--- src/rtl/sigma_bus_arbiter.sv ---
`default_nettype none
// ============================================================================
// Module  : sigma_bus_arbiter
// Brief   : Two-master / one-slave bus arbiter with grant lock and an in-order
//           read tag FIFO that steers slave responses back to the issuer.
// Rev     : 1.0  initial release
// ============================================================================
module sigma_bus_arbiter #(
  parameter int ADDR_W     = 32,
  parameter int DATA_W     = 32,
  parameter int PRIO_MODE  = 0,
  parameter int RESP_DEPTH = 4
) (
  input  logic                clk_i,
  input  logic                arst_i,

  input  logic                m0_req_i,
  input  logic                m0_we_i,
  input  logic [ADDR_W-1:0]   m0_addr_i,
  input  logic [DATA_W/8-1:0] m0_be_i,
  input  logic [DATA_W-1:0]   m0_wdata_i,
  output logic                m0_ack_o,
  output logic                m0_resp_o,
  output logic [DATA_W-1:0]   m0_rdata_o,

  input  logic                m1_req_i,
  input  logic                m1_we_i,
  input  logic [ADDR_W-1:0]   m1_addr_i,
  input  logic [DATA_W/8-1:0] m1_be_i,
  input  logic [DATA_W-1:0]   m1_wdata_i,
  output logic                m1_ack_o,
  output logic                m1_resp_o,
  output logic [DATA_W-1:0]   m1_rdata_o,

  output logic                s_req_o,
  output logic                s_we_o,
  output logic [ADDR_W-1:0]   s_addr_o,
  output logic [DATA_W/8-1:0] s_be_o,
  output logic [DATA_W-1:0]   s_wdata_o,
  input  logic                s_ack_i,
  input  logic                s_resp_i,
  input  logic [DATA_W-1:0]   s_rdata_i,

  output logic                err_o
);

  localparam int                 c_ptr_w   = $clog2(RESP_DEPTH);
  localparam int                 c_cnt_w   = c_ptr_w + 1;
  localparam logic [c_cnt_w-1:0] c_full    = c_cnt_w'(RESP_DEPTH);
  localparam logic [c_cnt_w-1:0] c_cnt_one = c_cnt_w'(1);
  localparam logic [c_ptr_w-1:0] c_ptr_one = c_ptr_w'(1);

  typedef enum logic [0:0] {
    ST_OPEN   = 1'b0,
    ST_LOCKED = 1'b1
  } lock_state_e;

  lock_state_e           state_q, state_d;
  logic                  gnt_q, gnt_d;
  logic                  last_q, last_d;
  logic [RESP_DEPTH-1:0] tag_q, tag_d;
  logic [c_ptr_w-1:0]    wr_ptr_q, wr_ptr_d;
  logic [c_ptr_w-1:0]    rd_ptr_q, rd_ptr_d;
  logic [c_cnt_w-1:0]    count_q, count_d;
  logic                  err_q, err_d;

  logic full;
  logic can0;
  logic can1;
  logic gnt;
  logic sel_we;
  logic s_req;
  logic accept;
  logic push;
  logic pop;
  logic head;

  // A read may only compete while the tag FIFO has room; writes always can.
  always_comb begin
    full = (count_q == c_full);
    can0 = m0_req_i & ~(full & ~m0_we_i);
    can1 = m1_req_i & ~(full & ~m1_we_i);

    if (state_q == ST_LOCKED) begin
      gnt = gnt_q;
    end else if (PRIO_MODE != 0) begin
      gnt = ~m0_req_i;
    end else if (last_q) begin
      gnt = ~can0 & can1;
    end else begin
      gnt = can1 | ~can0;
    end

    sel_we = gnt ? m1_we_i : m0_we_i;
    s_req  = (gnt ? can1 : can0) & ~arst_i;
    accept = s_req & s_ack_i;
    push   = accept & ~sel_we;
    head   = tag_q[rd_ptr_q];
    pop    = s_resp_i & (count_q != '0) & ~arst_i;
  end

  assign s_req_o    = s_req;
  assign s_we_o     = sel_we;
  assign s_addr_o   = gnt ? m1_addr_i  : m0_addr_i;
  assign s_be_o     = gnt ? m1_be_i    : m0_be_i;
  assign s_wdata_o  = gnt ? m1_wdata_i : m0_wdata_i;

  assign m0_ack_o   = accept & ~gnt;
  assign m1_ack_o   = accept &  gnt;
  assign m0_resp_o  = pop & ~head;
  assign m1_resp_o  = pop &  head;
  assign m0_rdata_o = s_rdata_i;
  assign m1_rdata_o = s_rdata_i;
  assign err_o      = err_q;

  always_comb begin
    state_d  = ST_OPEN;
    gnt_d    = gnt_q;
    last_d   = last_q;
    tag_d    = tag_q;
    wr_ptr_d = wr_ptr_q;
    rd_ptr_d = rd_ptr_q;
    count_d  = count_q;
    err_d    = err_q;

    if (s_req & ~s_ack_i) begin
      state_d = ST_LOCKED;
      gnt_d   = gnt;
    end

    if (accept) begin
      last_d = gnt;
    end

    if (push) begin
      tag_d[wr_ptr_q] = gnt;
      wr_ptr_d        = wr_ptr_q + c_ptr_one;
    end

    if (pop) begin
      rd_ptr_d = rd_ptr_q + c_ptr_one;
    end

    case ({push, pop})
      2'b10:   count_d = count_q + c_cnt_one;
      2'b01:   count_d = count_q - c_cnt_one;
      default: count_d = count_q;
    endcase

    // A response with nothing outstanding is dropped and flagged.
    if (s_resp_i & (count_q == '0)) begin
      err_d = 1'b1;
    end
  end

  // last_q resets to m1 so that m0 holds round-robin priority first.
  always_ff @(posedge clk_i or posedge arst_i) begin
    if (arst_i) begin
      state_q  <= ST_OPEN;
      gnt_q    <= 1'b0;
      last_q   <= 1'b1;
      tag_q    <= '0;
      wr_ptr_q <= '0;
      rd_ptr_q <= '0;
      count_q  <= '0;
      err_q    <= 1'b0;
    end else begin
      state_q  <= state_d;
      gnt_q    <= gnt_d;
      last_q   <= last_d;
      tag_q    <= tag_d;
      wr_ptr_q <= wr_ptr_d;
      rd_ptr_q <= rd_ptr_d;
      count_q  <= count_d;
      err_q    <= err_d;
    end
  end

endmodule
`default_nettype wire

--- config.mk ---
export PLATFORM = sky130hd
export DESIGN_NAME = sigma_bus_arbiter
export DESIGN_NICKNAME = d
export VERILOG_FILES = /design/src/rtl/sigma_bus_arbiter.sv
export SDC_FILE = /design/constraint.sdc
export NUM_CORES = 1
export LEC_CHECK = 0
export CORE_AREA = 2 2 123 125
export CTS_BUF_LIST = sky130_fd_sc_hd__clkbuf_4 sky130_fd_sc_hd__clkbuf_8
export DETAILED_ROUTE_END_ITERATION = 10
export DIE_AREA = 0 0 125 127
export HOLD_SLACK_MARGIN = 0.1
export SETUP_SLACK_MARGIN = 0.02
export SKIP_LAST_GASP = 1
export SLEW_MARGIN = 20
export SYNTH_ARGS = -nofsm -noshare
export SYNTH_HDL_FRONTEND = slang
export SYNTH_SLANG_ARGS = --single-unit
--- constraint.sdc ---
create_clock -name clk_i -period 7.2 [get_ports clk_i]
set_clock_uncertainty 0.05 [all_clocks]
set_input_delay 1.08 -clock clk_i [delete_from_list [all_inputs] [get_ports clk_i]]
set_output_delay 1.08 -clock clk_i [all_outputs]
set_load 0.05 [all_outputs]
==> results.yml <==
global_routing:
  grt_antenna_before_repair: 0
  grt_first_pass_wirelength_mm: 15.4
  gr-total-overflow: 0
  grtUsageTotal: 0.125
  grt_max_degree: 38
  grt_pass1_vias: 2425
cts:
  cts_root_buffer: "clkbuf_8"
  insertion_delay_ns: 0.25
  cts_setup_buffers: 0
  cts-buffers-inserted: 3
  cts_tree: "yes"
  clock_path_buffers: 2
  cts_resized: 0
  path_clk_slew_ns: 0.06
  cts.sinks: 15
  hold_buffers: 0
  cts_htree_levels: 1
flow_run:
  maxCapViolCount: 0
synthesis:
  yosysWarnings: 0
  yosysSeqAreaShare: 0.146
  yosys-top-cells-count: "65 x mux2_4, 64 x buf_4, 14 x dfrtp_1"
  synth_simple_gate_area_frac: 0.0717
  synth_mux_area_frac: 0.408
  async_flop_share: 1.00
  synth_ff_type: "dfrtp_1"
  synth_edf_count: 0
  synth_compound_area_frac: 0.0611
  synth_fp_nets: 408
  syn_avg_cell_area_um2: 11.4
  yosys.area_share.adder: 0.0320
  ys_types: 42
  synth_cells: 226
  yosysTopAreaCell: "mux2_4"
  synth_xor_area_frac: 0.0204
  synth_area_leaders: "mux2_4 38%, buf_4 19%, dfrtp_1 14%, buf_12 5.4%, ha_1 2.4%"
  synth_top_family_by_area: "multiplexers"
  synth_most_common_cell: "mux2_4"
  synth_area_um2: 2580
  yosys.area.top_type_share: 0.378
  synth-seq-cells: 15
critical_path:
  reg2reg_setup_slack_ns: 4.09
  crit_path_end_kind: "output port"
  path_cells: "clkdlybuf4s50_1, or4b_4, a2111oi_4, or3_4, buf_12, mux2_2, clkdlybuf4s50_1"
  critPathSlowestCell: "clkdlybuf4s50_1"
  cpPeakStageDelay_ns: 0.70
  crit_top_cell: "clkdlybuf4s50_1"
  critPathLaunchType: "input port"
  crit_arrival_ns: 4.62
  cp.required_ns: 6.07
  path_buf_inv: 3
  crit_cells: 7
  criticalPathCategory: "in -> out"
  reg2regPathDepth: 10
  path_max_fanout: 37
  cp_top_family: "buffers and inverters"
timing:
  hold_viol: 0
  max_freq_mhz: 174
  period_needed_ns: 5.75
  finalCritPeriodShare: 0.798
  worst_slack_ns: 1.45
  worst_pin_slew_ns: 0.712
  hold-worst-slack_ns: 0.413
  tns_ns: 0
  slew-limit-headroom: 0.525
  grt_setup_unrepaired: "no"
  slew_viol_final: 0
  setup_viol: 0
power_and_ir_drop:
  power-per-cell-area_nw_per_um2: 327
  total_power_mw: 1.45
  p_leak_nw: 1.83
  max-vdd-ir-drop_v: 0.000193
floorplan:
  dieArea_um2: 15900
  ios: 315
  fp-row-count: 44
  initial_utilization: 0.179
  die_w_um: 125
  die_y_um: 127
  core-area_um2: 14400
route:
  drc: 0
  ant_nets: 0
  wl_per_cell_um: 19.3
  finalWirelength_mm: 10.8
  drt_iter0_drc: 53
  dr.pass1.iters: 4
  drt-vias-per-instance: 3.94
  vias: 2207
final_layout:
  drive_gt1_frac: 0.218
  fin_area_um2: 4430
  nets: 559
  area_delta_synth_final_pct: 71.6
  fill_cells: 1471
  final_cells: 560
  post-route-util: 0.307
  diodes: 0
placed_design:
  dp_cells: 556
  place_congestion: 0.859
  place_ws_ns: 1.46
  place_hpwl_mm: 9.25
  detailed_place.area_um2: 4380
  port_buffers: 218
min_path:
  hold_depth: 1
  hp-class: "reg -> reg"
outcome:
  status: "complete, no violations"
-- cells by family after synthesis --
group,after synthesis
flip-flops,15
multiplexers,71
AND/OR/NAND/NOR,27
adder cells (fa/ha/maj),6
buffers and inverters,83
XOR/XNOR,6
AO/OA/AOI/OAI,18
-- power breakdown --
group          total, mW  internal (mW)  switching (mW)
Clock             0.0704         0.0384          0.0320
Sequential         0.156          0.118          0.0383
Combinational       1.22          0.530           0.692
-- worst register-to-register path: cells and delay by family, from the launching register on --
| family | cells | cell delay [ns] |
|---|---|---|
| AO/OA/AOI/OAI | 2 | 0.70 |
| AND/OR/NAND/NOR | 3 | 0.87 |
| XOR/XNOR | 2 | 0.29 |
| buffers and inverters | 1 | 0.06 |
| adder cells (fa/ha/maj) | 2 | 0.61 |
| flip-flops | 1 | 0.47 |
-- final timing paths --
kind	to	start
max	s_wdata_o[30]	m1_we_i
min	err_o	err_o
max reg2reg	count_q[2]	count_q[0]
min reg2reg	err_o	err_o
max in group asynchronous	tag_q[1]	arst_i
min in group asynchronous	err_o	arst_i
-- registers in the layout, indices dropped and copies added (netlist names) --
name      flops
state_q       1
gnt_q         1
err_o         1
tag_q         4
wr_ptr_q      2
last_q        1
rd_ptr_q      2
count_q       3
-- cell usage in the layout (no fill, tap or decap), drive strengths merged, types with 2 or more instances in the layout --
cell / n
o2bb2ai: 5
clkbuf: 3
mux2: 69
nor3b: 2
nor3: 2
nand2: 3
clkdlybuf4s50: 218
xor2: 3
ha: 5
and2: 2
inv: 10
a21o: 2
o21ai: 2
xnor2: 3
dfrtp: 14
nor2: 3
nand3: 5
a31oi: 4
or4b: 2
-- cell type report --
| class | count | area, um^2 | area share |
|---|---|---|---|
| Tap cell | 184 | 230 | 0.0520 |
| Inverter | 10 | 37.5 | 0.00847 |
| Timing Repair Buffer | 219 | 2200 | 0.497 |
| Clock buffer | 3 | 41.3 | 0.00932 |
| Multi-Input combinational cell | 128 | 1540 | 0.347 |
| Clock inverter | 1 | 5.00 | 0.00113 |
| Sequential cell | 15 | 377 | 0.0850 |
-- routing by layer --
| layer | global-route usage | wire length [um] |
|---|---|---|
| met5 | 0 | 0 |
| met1 | 0.145 | 4300 |
| met2 | 0.223 | 5360 |
| met4 | 0.0222 | 121 |
| met3 | 0.0490 | 1010 |
(Power assumes the default switching activity.)
